<file path="src/rtl/utopia_phy_rx_source.sv">
// PHY-side Utopia receive source: buffers whole ATM cells loaded in parallel and
// streams them byte-by-byte into a core receiver under its active-low read enable.
//
// state | meaning
// IDLE  | no cell in flight; soc low, data holds last byte sent
// SEND  | cell in flight; ptr is next byte, done marks byte 52 already presented
module utopia_phy_rx_source #(
   parameter int IfWidth   = 8,
   parameter int NumCells  = 2,
   parameter int CellBytes = 53
) (
   input  logic                           clk_in,
   input  logic                           reset,
   input  logic [CellBytes*IfWidth-1:0]   cell_in,
   input  logic                           cell_valid,
   output logic                           cell_ready,
   input  logic                           en,
   output logic [IfWidth-1:0]             data,
   output logic                           soc,
   output logic                           clav,
   output logic                           busy,
   output logic [15:0]                    cells_sent
);

   localparam int CellW = CellBytes * IfWidth;
   localparam int IdxW  = (NumCells > 1) ? $clog2(NumCells) : 1;
   localparam int CntW  = $clog2(NumCells + 1);
   localparam logic [5:0] LastPtr = 6'(CellBytes - 1);

   localparam logic [0:0] IDLE = 1'b0;
   localparam logic [0:0] SEND = 1'b1;

   logic [CellW-1:0]   mem [NumCells];
   logic [IdxW-1:0]    wr_idx, rd_idx, rd_idx_n;
   logic [CntW-1:0]    stored_q, stored_n;
   logic [0:0]         state_q, state_n;
   logic [5:0]         ptr_q, ptr_n;
   logic               done_q, done_n;
   logic [IfWidth-1:0] data_q, data_n;
   logic               soc_q, soc_n;
   logic               clav_q, clav_n;
   logic [15:0]        sent_q, sent_n;
   logic               wr, free, in_flight_n;
   logic [CellW-1:0]   cur_cell;

   function automatic logic [IfWidth-1:0] pick(input logic [CellW-1:0] c, input logic [5:0] idx);
      logic [CellW-1:0] s;
      s = c << (IfWidth * int'(idx));
      return s[CellW-1 -: IfWidth];
   endfunction

   function automatic logic [IdxW-1:0] bump(input logic [IdxW-1:0] i);
      if (i == IdxW'(NumCells - 1)) return '0;
      return i + 1'b1;
   endfunction

   assign cell_ready = (stored_q < CntW'(NumCells));
   assign wr         = cell_valid && cell_ready;
   assign cur_cell   = mem[rd_idx];

   always_ff @(posedge clk_in) begin
      if (wr) mem[wr_idx] <= cell_in;
   end

   always_comb begin
      state_n  = state_q;
      ptr_n    = ptr_q;
      done_n   = done_q;
      data_n   = data_q;
      soc_n    = soc_q;
      sent_n   = sent_q;
      rd_idx_n = rd_idx;
      free     = 1'b0;
      case (state_q)
         IDLE: begin
            soc_n = 1'b0;
            if (!en && clav_q) begin
               data_n  = pick(cur_cell, 6'd0);
               soc_n   = 1'b1;
               ptr_n   = 6'd1;
               done_n  = 1'b0;
               state_n = SEND;
            end
         end
         default: begin
            if (!en) begin
               if (done_q) begin
                  // back-to-back: next cell starts with no idle gap
                  if (clav_q) begin
                     data_n = pick(cur_cell, 6'd0);
                     soc_n  = 1'b1;
                     ptr_n  = 6'd1;
                     done_n = 1'b0;
                  end else begin
                     soc_n   = 1'b0;
                     done_n  = 1'b0;
                     ptr_n   = 6'd0;
                     state_n = IDLE;
                  end
               end else begin
                  data_n = pick(cur_cell, ptr_q);
                  soc_n  = 1'b0;
                  if (ptr_q == LastPtr) begin
                     done_n   = 1'b1;
                     ptr_n    = 6'd0;
                     free     = 1'b1;
                     sent_n   = sent_q + 16'd1;
                     rd_idx_n = bump(rd_idx);
                  end else begin
                     ptr_n = ptr_q + 6'd1;
                  end
               end
            end
         end
      endcase
   end

   // The in-flight cell stops hiding a slot from clav once its last byte is out.
   assign stored_n    = stored_q + CntW'(wr) - CntW'(free);
   assign in_flight_n = (state_n == SEND) && !done_n;
   assign clav_n      = (stored_n > CntW'(in_flight_n));

   always_ff @(posedge clk_in or negedge reset) begin
      if (!reset) begin
         state_q  <= IDLE;
         ptr_q    <= '0;
         done_q   <= 1'b0;
         data_q   <= '0;
         soc_q    <= 1'b0;
         clav_q   <= 1'b0;
         sent_q   <= '0;
         stored_q <= '0;
         wr_idx   <= '0;
         rd_idx   <= '0;
      end else begin
         state_q  <= state_n;
         ptr_q    <= ptr_n;
         done_q   <= done_n;
         data_q   <= data_n;
         soc_q    <= soc_n;
         clav_q   <= clav_n;
         sent_q   <= sent_n;
         stored_q <= stored_n;
         rd_idx   <= rd_idx_n;
         if (wr) wr_idx <= bump(wr_idx);
      end
   end

   assign data       = data_q;
   assign soc        = soc_q;
   assign clav       = clav_q;
   assign busy       = (state_q == SEND);
   assign cells_sent = sent_q;

endmodule

</file>
<file path="config.mk">
export PLATFORM = sky130hd
export DESIGN_NAME = utopia_phy_rx_source
export DESIGN_NICKNAME = d
export VERILOG_FILES = /design/src/rtl/utopia_phy_rx_source.sv
export SDC_FILE = /design/constraint.sdc
export NUM_CORES = 1
export LEC_CHECK = 0
export CORE_UTILIZATION = 40
export DETAILED_ROUTE_END_ITERATION = 6
export MAX_ROUTING_LAYER = met4
export PLACE_DENSITY = 0.62
export SLEW_MARGIN = 20
export SYNTH_ARGS = -nofsm -noshare
export SYNTH_HDL_FRONTEND = slang
export SYNTH_SLANG_ARGS = --single-unit
export TNS_END_PERCENT = 5
</file>
<file path="constraint.sdc">
create_clock -name clk_in -period 23.5 [get_ports clk_in]
set_input_delay 2.35 -clock clk_in [delete_from_list [all_inputs] [get_ports clk_in]]
set_output_delay 2.35 -clock clk_in [all_outputs]
set_load 0.01 [all_outputs]
</file>
Yosys cells after proc, flatten, opt, wreduce, memory -nomap -nowiden

Memory sizes are Yosys's and may differ from the RTL's.
Index checks and enable logic that the tools add are counted.

Shifts and indexed selects: 1
Bitwise operators: 2
Magnitude comparators: 2
Reduce and logical (&&, ||, !) cells: 9
Add/subtract/negate cells: 6
Muxes and demuxes: 39
$mul: 0
Equality and inequality tests: 3
Divide/modulo/power cells: 0

Operator list:

| kind                                                                     | count |
|---|---|
| 424-bit by 9-bit left shift with 424-bit output                          | 1 |
| 8-bit two-way mux                                                        | 5 |
| 6-bit two-way mux                                                        | 5 |
| 1-bit two-way mux                                                        | 29 |
| 16-bit by 1-bit adder with 16-bit output (second input constant)         | 1 |
| 6-bit by 1-bit adder with 6-bit output (second input constant)           | 1 |
| 6-bit == test (second input constant)                                    | 1 |
| 4-bit AND reduction                                                      | 1 |
| 1-bit logical AND                                                        | 3 |
| 3-bit by 2-bit inequality test with 1-bit output (second input constant) | 1 |
| 3-bit AND reduction                                                      | 1 |
| 1-bit adder (second input constant)                                      | 2 |
| 2-bit by 1-bit adder with 2-bit output                                   | 1 |
| 2-bit by 1-bit greater-than comparator with 1-bit output                 | 1 |
| 1-bit zero test                                                          | 2 |
| 2-bit less-than comparator (second input constant)                       | 1 |
| 2-bit inequality test (second input constant)                            | 1 |
| 1-bit inverter                                                           | 2 |
| 2-bit AND reduction                                                      | 1 |
| 2-bit nonzero test                                                       | 1 |
| 2-bit by 1-bit subtractor with 2-bit output                              | 1 |

RAM bits: 848
Memory bits (read-only): 0
Output and inout port bits: 28
Latch bits: 0
Bits in registers: 38
Input port bits: 428
Memories: 1

Memory list:

| memory | words | width | rd ports | clocked after Yosys merged registers in | write ports | RTL line | source |
|---|---|---|---|---|---|---|---|
| mem    | 2     | 424   | 1        | 0                                       | 1           | 33       | `logic [CellW-1:0] mem [NumCells];` |

Logic depth before layout (Yosys ltp)

Gate-level depths: netlist (run 1).

Word-level depth: 8
Mapped depth: 12

Worst setup path before layout (run 1)

No wires, ideal clock.

Kind: input -> register
Start point: input port cell_valid
End point: memory mem[0][0] (netlist bit), enable pin
Slack: 2.289 ns
Stages on the path: 2
Arrival: 19.991 ns
Path through: nand2_1 > nor2_1

Cells in the longest elaborated chain, start to end: 3

RTL lines:

| item                                    | RTL line | source |
|---|---|---|
| from (decl)                             | 15       | `input logic cell_valid,` |
| 1-bit logical AND                       | 58       | `assign wr = cell_valid && cell_ready;` |
| 1-bit two-way mux                       | 62       | `if (wr) mem[wr_idx] <= cell_in;` |
| 1-bit two-way mux (implied by the code) | 62       |  |
| to (decl)                               | 33       |  |

No other way between the ends.

Worst setup path in the final report (run 1)

Start point: input port cell_valid
End point: memory mem[0][6] (netlist bit), enable pin

Same word-level chain as after synthesis.

==> results_dict.tcl, run 1 <==
set metrics [dict create \
    rsz0062_at_grt "no" \
    cts_tree "done" \
    fin_crit_ps 5980 \
    cts_sinks 886 \
    vias 18200 \
    die_h_um 296 \
    crit_top_cell "buf_12" \
    hold_path_end "cells_sent[15]" \
    htree_num_levels 3 \
    synthArstFlopShare_pct 4.29 \
    grt_pass1_vias 19100 \
    ys_ff_latch 886 \
    finalCritPeriodShare_pct 25.4 \
    first_iter_violations 1485 \
    seq_area_frac_synth_pct 76.3 \
    vias_per_cell 5.39 \
    dp_hpwl_um 64300 \
    routedWlPerCell_um 28.0 \
    fillers 6995 \
    ys_top_cells_by_area "edfxtp_1 (74%), mux4_2 (7.9%), mux2i_1 (4.2%), dfrtp_1 (2.7%), mux4_1 (2.4%)" \
    critPathSlowestCell "buf_4" \
    routed_wl_um 94600 \
    fin_util_pct 50.8 \
    hold_viol 0 \
    std_cell_rows 107 \
    cp-end-kind "flop" \
    max_freq_mhz 167 \
    slowest_delay_ps 770 \
    drv_cap 0 \
    r2r-start "rd_idx" \
    ys.warnings.count 0 \
    io_pins 456 \
    outcome "finished, final reports clean" \
    post-cts-setup-buffer-count 0 \
    avgSynthCellArea_um2 21.0 \
    min_path_cells 1 \
    routabilityCongestion 0.856 \
    clock_skew_ps 26.8 \
    seqCellArea_mm2 0.0264 \
    antenna_found_initial 27 \
    drc_errors 0 \
    synth.distinct_cells 72 \
    cp-startpoint "cell_valid" \
    core_area_mm2 0.0854 \
    initial_core_util_pct 40.5 \
    ant_nets 0 \
    clock-root-buffer "clkbuf_16" \
    power_density_mw_per_mm2 112 \
    cts_made_buffers 93 \
    slew_headroom_pct 17.9 \
    synth_area_leader_cell "edfxtp_1" \
    postCtsResizedCells 0 \
    synth_cells 1650 \
    crit_chain "clkdlybuf4s50_1 -> nand2_1 -> nor2_4 -> buf_4 -> buf_12 -> buf_12" \
    r2r_cells 8 \
    crit_arrival_ps 6220 \
    r2r_end "data[6]" \
    nNetsFinal 2573 \
    drv_slew 0 \
    setup_viol 0 \
    min_from "cells_sent[15]" \
    cts_buffer_depth 3 \
    grtUsageTotal_pct 22.0 \
    rrSetupSlack_ps 18780 \
    critPathLaunchType "input port" \
    cts.clk_slew.worst_paths_ps 60 \
    synth.top_cell.area_share_pct 73.6 \
    critPathKind "input port to flop" \
    synth-edff-count 848 \
    die_x_um 296 \
    layout-drive-gt1-share_pct 14.3 \
    grt_first_pass_wirelength_um 131000 \
    die-area_mm2 0.0877 \
    io_buffers 455 \
    insertion_delay_ps 640 \
    firstDrtPassIters 6 \
    worst_pin_slew_ps 1230 \
    multiInputGateArea_mm2 0.00749 \
    overflow 0 \
    leakage_nw 13.8 \
    synth-main-ff-cell "edfxtp_1" \
    peakVddDrop_uv 73.0 \
    critical_path_required_ps 23740 \
    tns_ps 0 \
    syn_nets 2084 \
    layout_common_cells "edfxtp_1 (848), clkdlybuf4s50_1 (454), mux2i_1 (144), mux4_2 (121), clkbuf_16 (97)" \
    hold_buffers 0 \
    hold_class "flop to flop" \
    mostFrequentLayoutCell "edfxtp_1" \
    grt_max_degree 182 \
    critPathMaxFanout 181 \
    syn_area_mm2 0.0346 \
    syn_to_final_growth_pct 25.3 \
]
## how the worst max path moves through the flow
stage                 end  depth (start not counted)  slack (ps)
5_1_grt        mem[0][94]                          6       17500
3_3_place_gp   mem[0][30]                          6       17130
2_1_floorplan   mem[0][0]                          2        2290
6_report        mem[0][6]                          6       17520
4_1_cts        mem[0][86]                          6       17730
3_5_place_dp   mem[0][14]                          6       17060
## metal layers
metal  track usage [%]  part of all wire [%]  wire length, um
met3              5.37                   8.1             7660
met1              27.7                    40            37800
met2              34.9                    50            46900
met5                 -                     0                0
met4              7.47                   2.4             2240
## worst max-delay path: cells and delay by family
family | cells | cell delay [ps]
buffers and inverters | 4 | 2600
and+or+nand+nor | 2 | 460
## synthesized netlist by cell type, drive strengths merged (7+ instances only)
cell     count
mux2         8
o21ai       19
nor3        10
nor2        30
mux4       153
nor2b        9
inv          8
nand4        7
xnor2       18
o221ai      19
a211oi       7
a22o        11
dfrtp       38
buf         57
a21oi       31
o22ai       28
mux2i      144
edfxtp     848
a2111oi      7
nand2       47
nand3       12
a22oi       22
clkbuf      27
## power by group
group	switching (mW)	internal (mW)
combinational	0.735	0.434
clock	0.600	0.901
sequential	0.101	2.08
total	1.44	3.41
## area by class of cell
class	instances	area share (%)
diodes	24	0.139
clock buffers	115	5.80
flip-flops and latches	886	61.0
clock inverters	54	1.43
well taps	1144	3.30
repair buffers	479	11.0
inverters	9	0.0779
multi-input cells	670	17.3
## through the flow
stage / cells / total power, mW / instance area (um^2) / hold slack (ps) / setup slack, ps
2_1_floorplan: 1650 / 3.06 / 34600 / 460 / 2290
3_3_place_gp: 3188 / 3.37 / 40200 / 465 / 17130
3_5_place_dp: 3188 / 3.39 / 40200 / 471 / 17060
4_1_cts: 3357 / 4.90 / 43300 / 483 / 17730
5_1_grt: 3380 / 5.03 / 43400 / 488 / 17500
6_report: 3381 / 4.85 / 43400 / 477 / 17520
## state kept, by name, indices dropped and copies added (netlist names)
register    cells
clav            1
stored_q        2
soc             1
mem           848
data            8
done_q          1
cells_sent     16
rd_idx          1
ptr_q           6
wr_idx          1
busy            1
## cells by family after synthesis
| logic type | after synthesis | synth area share (%) |
|---|---|---|
| DFF | 886 | 76.3 |
| muxes | 305 | 14.7 |
| AOI/OAI and AO/OA | 189 | 3.93 |
| and+or+nand+nor | 148 | 2.14 |
| buffers and inverters | 94 | 2.12 |
| xor gates and xnor gates | 22 | 0.557 |
| adders and majority gates | 6 | 0.217 |
No activity file was read; power rests on OpenSTA's default activity.
==> run 2: changes to the inputs <==
==> constraint.sdc (replaced) <==
create_clock -name clk_in -period 5.9 [get_ports clk_in]
set_input_delay 0.59 -clock clk_in [delete_from_list [all_inputs] [get_ports clk_in]]
set_output_delay 0.59 -clock clk_in [all_outputs]
set_load 0.01 [all_outputs]
==> run 2 against run 1 <==
Compared with the run above: critical path depth stayed put; total power grew to 3.9 times the previous value; sequential share of layout area barely moved; combinational power rose to 4.0 times the previous value; flip-flop and latch count did not move; largest power group unchanged; die area did not move; highest routed layer unchanged; sequential power rose to 4.0 times the previous value; clock power rose to 3.9 times the previous value; register-to-register slack got worse by 16000 ps.
==> results_dict.tcl, run 2 (synthesis gave the netlist of run 1 again) <==
set metrics [dict create \
    outcome "finished, final reports clean" \
    tns_ps 0 \
    drc_errors 0 \
    grtUsageTotal_pct 22.4 \
    clock-root-buffer "clkbuf_16" \
    dp_hpwl_um 66700 \
    antenna_found_initial 13 \
    drv_slew 0 \
    postCtsResizedCells 0 \
    hold_class "flop to flop" \
    firstDrtPassIters 7 \
    std_cell_rows 107 \
    io_buffers 455 \
    cts_buffer_depth 3 \
    hold_viol 0 \
    internal_power_mw 13.4 \
    critPathLaunchType "flop" \
    critical_path.top_delay_family "simple AND/OR/NAND/NOR gates" \
    initial_core_util_pct 40.5 \
    first_iter_violations 2213 \
    largest_register_ffs 848 \
    switchingPower_mw 5.71 \
    worst_pin_slew_ps 1060 \
    cp_num_buf_inv 0 \
    p_seq_share_pct 45.4 \
    fin_crit_ps 3440 \
    multiInputGateArea_mm2 0.00751 \
    routabilityCongestion 0.855 \
    peakVddDrop_uv 237 \
    critical_path_required_ps 6470 \
    switching_share_pct 29.9 \
    io_pins 456 \
    syn_to_final_growth_pct 25.2 \
    p_comb_share_pct 24.3 \
    critPathKind "flop to flop" \
    cts.clk_slew.worst_paths_ps 60 \
    insertion_delay_ps 650 \
    ant_nets 0 \
    routed_wl_um 95900 \
    overflow 0 \
    seqCellArea_mm2 0.0264 \
    cts_tree "done" \
    vias 18400 \
    critPathSlowestCell "dfrtp_4" \
    routedWlPerCell_um 28.4 \
    layout-drive-gt1-share_pct 14.6 \
    crit_chain "nor2b_4 -> a22o_1 -> a211oi_1 -> a21oi_1 -> nand3_1 -> a31oi_1" \
    finalPower_mw 19.1 \
    die-area_mm2 0.0877 \
    cts_made_buffers 92 \
    finalCritPeriodShare_pct 58.3 \
    grt_max_degree 153 \
    grt_pass1_vias 18900 \
    slew_headroom_pct 29.3 \
    post-cts-setup-buffer-count 0 \
    cp-end-kind "flop" \
    mostFrequentLayoutCell "edfxtp_1" \
    drv_cap 0 \
    core_area_mm2 0.0854 \
    rsz0062_at_grt "no" \
    die_x_um 296 \
    layout_common_cells "edfxtp_1 (848), clkdlybuf4s50_1 (454), mux2i_1 (144), mux4_2 (121), clkbuf_16 (95)" \
    vias_per_cell 5.45 \
    critPathMaxFanout 60 \
    die_h_um 296 \
    max_freq_mhz 291 \
    htree_num_levels 3 \
    slowest_delay_ps 1100 \
    pwr-share-clk_pct 30.2 \
    setup_viol 0 \
    regMostFlops "mem" \
    clock_skew_ps 27.4 \
    timing.hold.ws_ps 473 \
    grt_first_pass_wirelength_um 134000 \
    cts_sinks 886 \
    crit_arrival_ps 4010 \
    fillers 6906 \
    leakage_nw 13.9 \
    hold_buffers 0 \
    fin_util_pct 50.7 \
    power_density_mw_per_mm2 442 \
    nNetsFinal 2581 \
]
-- run 2: cell types whose count changed in the layout (fill, tap and decap cells not counted), moves of 3 or more --
cell        change
buf_12          +4
clkinvlp_4      -4
buf_4           +5
diode_2        -12
clkinv_2        +8
bufinv_16       -3
clkbuf_1        +5
-- run 2: power by group through the flow --
| stage | Clock, mW | Sequential, mW | Combinational [mW] |
|---|---|---|---|
| 2_1_floorplan | 0 | 8.86 | 2.87 |
| 3_3_place_gp | 0 | 8.77 | 4.66 |
| 3_5_place_dp | 0 | 8.83 | 4.69 |
| 4_1_cts | 5.88 | 8.70 | 4.70 |
| 5_1_grt | 6.12 | 8.79 | 4.91 |
| 6_report | 5.78 | 8.70 | 4.66 |
-- run 2: cell type report --
cell class	instances	area share, %
Inverter	9	0.0780
Clock buffer	117	5.70
Tap cell	1144	3.30
Clock inverter	54	1.24
Multi-Input combinational cell	670	17.3
Sequential cell	886	61.0
Timing Repair Buffer	488	11.3
Antenna cell	12	0.0693
-- run 2: path summary, 6_finish.rpt --
kind / startpoint / to / slack (ps) / cells after the start
worst max-delay path: ptr_q[1] / data[3] / 2460 / 6
worst min-delay path: cells_sent[15] / cells_sent[15] / 470 / 1
worst max register to register: ptr_q[1] / data[3] / 2460 / 6
worst min register to register: cells_sent[15] / cells_sent[15] / 470 / 1
max in group asynchronous: reset / rd_idx / 4890 / 2
min in group asynchronous: reset / stored_q[1] / 510 / 2
-- run 2: layer usage --
layer	GRT usage (%)	routed length (um)	share of wire [%]	vias up
met5	-	0	0	-
met4	5.64	1970	2.1	0
met3	4.49	7360	7.7	124
met2	35.6	47100	49	778
met1	29.6	39500	41	9561
li1	-	-	-	7971
-- run 2: stage by stage --
step	area (um^2)	instances	worst slack [ps]
after global placement	40300	3196	2420
final	43300	3380	2460
after detailed placement	40300	3196	2420
after global routing	43300	3379	2360
after floorplan	34600	1650	-1420
after CTS	43300	3367	2410
==> run 3: changes to the inputs <==
--- a/config.mk
+++ b/config.mk
@@ -8,7 +8,7 @@
 export CORE_UTILIZATION = 40
 export DETAILED_ROUTE_END_ITERATION = 6
 export MAX_ROUTING_LAYER = met4
-export PLACE_DENSITY = 0.62
+export PLACE_DENSITY = 0.64
 export SLEW_MARGIN = 20
 export SYNTH_ARGS = -nofsm -noshare
 export SYNTH_HDL_FRONTEND = slang
==> constraint.sdc (replaced) <==
create_clock -name clk_in -period 2.8 [get_ports clk_in]
set_input_delay 0.28 -clock clk_in [delete_from_list [all_inputs] [get_ports clk_in]]
set_output_delay 0.28 -clock clk_in [all_outputs]
set_load 0.01 [all_outputs]
==> run 3 against run 2 <==
Compared with the run above: via count is 1.9% higher; highest routed layer unchanged; clock power is 100% higher; critical path depth is 2 higher; die area stayed put; largest power group unchanged; largest cell class unchanged; first-iteration DRC count is 19% lower.
==> results_dict.tcl, run 3 (synthesis gave the netlist of run 1 again) <==
set metrics [dict create \
    firstDrtPassIters 5 \
    cts_buffer_depth 3 \
    hold_class "input port to flop" \
    critPathMaxFanout 44 \
    largest_register_ffs 848 \
    dp_hpwl_um 69400 \
    outcome "finished, final reports clean" \
    nNetsFinal 2681 \
    grt_max_degree 107 \
    mostFrequentLayoutCell "edfxtp_1" \
    io_pins 456 \
    layout_common_cells "edfxtp_1 (848), clkdlybuf4s50_1 (454), mux2i_1 (143), mux4_2 (121), buf_4 (94)" \
    pwr-share-clk_pct 28.6 \
    max_freq_mhz 364 \
    setup_viol 0 \
    regMostFlops "mem" \
    slew_headroom_pct 33.0 \
    antenna_found_initial 26 \
    worst_pin_slew_ps 995 \
    critical_path_required_ps 3380 \
    finalPower_mw 41.1 \
    fin_crit_ps 2750 \
    vias 18800 \
    syn_to_final_growth_pct 28.2 \
    timing.hold.ws_ps 199 \
    p_seq_share_pct 43.8 \
    die-area_mm2 0.0877 \
    ant_nets 0 \
    cts_made_buffers 93 \
    fillers 6900 \
    overflow 0 \
    clock-root-buffer "clkbuf_16" \
    fin_cells 3490 \
    crit_top_cell "buf_12" \
    io_buffers 455 \
    vias_per_cell 5.38 \
    cts_tree "done" \
    routedWlPerCell_um 27.9 \
    drc_errors 0 \
    std_cell_rows 107 \
    switching_share_pct 30.1 \
    cts_sinks 886 \
    crit_chain "buf_12 -> nand3b_1 -> buf_12 -> o221ai_1 -> a221oi_2 -> nor4_1 -> a311oi_1 -> a31oi_1" \
    insertion_delay_ps 660 \
    grtUsageTotal_pct 22.7 \
    grt_first_pass_wirelength_um 136000 \
    grt_pass1_vias 19500 \
    hold_viol 0 \
    cp_num_buf_inv 2 \
    critPathLaunchType "flop" \
    htree_num_levels 3 \
    leakage_nw 14.4 \
    drv_cap 0 \
    dp.cells 3288 \
    die_x_um 296 \
    layout-drive-gt1-share_pct 18.1 \
    switchingPower_mw 12.4 \
    multiInputGateArea_mm2 0.00752 \
    power_density_mw_per_mm2 927 \
    critical_path.top_delay_family "simple AND/OR/NAND/NOR gates" \
    crit_arrival_ps 3330 \
    finalCritPeriodShare_pct 98.1 \
    cts.clk_slew.worst_paths_ps 60 \
    internal_power_mw 28.8 \
    tns_ps 0 \
    initial_core_util_pct 40.5 \
    die_h_um 296 \
    core_area_mm2 0.0854 \
    cp-end-kind "flop" \
    peakVddDrop_uv 631 \
    seqCellArea_mm2 0.0264 \
    drv_slew 0 \
    p_comb_share_pct 27.6 \
    first_iter_violations 1803 \
    critPathSlowestCell "nor4_1" \
    critPathKind "flop to flop" \
    slowest_delay_ps 770 \
    routed_wl_um 97500 \
    clock_skew_ps 35.5 \
    routabilityCongestion 0.870 \
]
## run 3: final timing paths
path / startpoint / endpoint / slack, ps / depth (start not counted)
min in group asynchronous: reset / done_q / 220 / 2
hold / removal: cell_in[53] / mem[0][53] / 200 / 1
hold reg to reg: cells_sent[15] / cells_sent[15] / 490 / 1
setup / recovery: ptr_q[1] / data[3] / 50 / 8
max in group asynchronous: reset / cells_sent[8] / 1860 / 3
setup reg to reg: ptr_q[1] / data[3] / 50 / 8
## run 3: cell type report
type / instances / area share [%]
multi-input combinational: 670 / 16.9
clock buffer: 114 / 5.42
sequential: 886 / 59.6
tap: 1144 / 3.23
timing repair buffer: 587 / 13.5
antenna: 24 / 0.135
inverter: 9 / 0.0761
clock inverter: 56 / 1.09
## run 3: repair_timing
item | 4_1_cts | 5_1_grt
setup buffers | 0 | 6
pin swaps | 0 | 0
setup endpoints to repair | 4 | 4
gates resized for setup | 5 | 1
gates cloned | 1 | 0
endpoints found under the hold margin | 22 | 0
hold buffers | 1 | 0
## run 3: worst register-to-register path, stage by stage, from the launching register on
cell and delay [ps]:
dfrtp_4 490, buf_12 210, nand3b_1 340, buf_12 220
o221ai_1 270, a221oi_2 80, nor4_1 770, a311oi_1 110
a31oi_1 170
## run 3: layer usage
| metal | track usage (%) | vias up | wire, um |
|---|---|---|---|
| li1 | - | 8194 | - |
| met4 | 5.63 | 0 | 2020 |
| met2 | 36.1 | 716 | 47800 |
| met3 | 6.36 | 133 | 7900 |
| met1 | 28.6 | 9743 | 39800 |
| met5 | - | - | 0 |
## run 3: through the flow
step | instance area (um^2) | setup slack [ps] | util [%]
floorplan | 34600 | -4430 | -
global placement | 41300 | -212 | 48.4
detailed placement | 41300 | -235 | 48.4
CTS | 44300 | 5.80 | 51.8
global route | 44400 | -3.47 | 51.9
finish | 44400 | 52.4 | 51.9
## run 3: power groups by stage
stage                     Clock (mW)  Sequential, mW  Combinational (mW)
after CTS                       12.0            18.0                11.4
final                           11.8            18.0                11.4
after detailed placement           0            18.3                11.3
after global routing            12.5            18.2                11.9
after global placement             0            18.2                11.2
after floorplan                    0            18.7                6.04
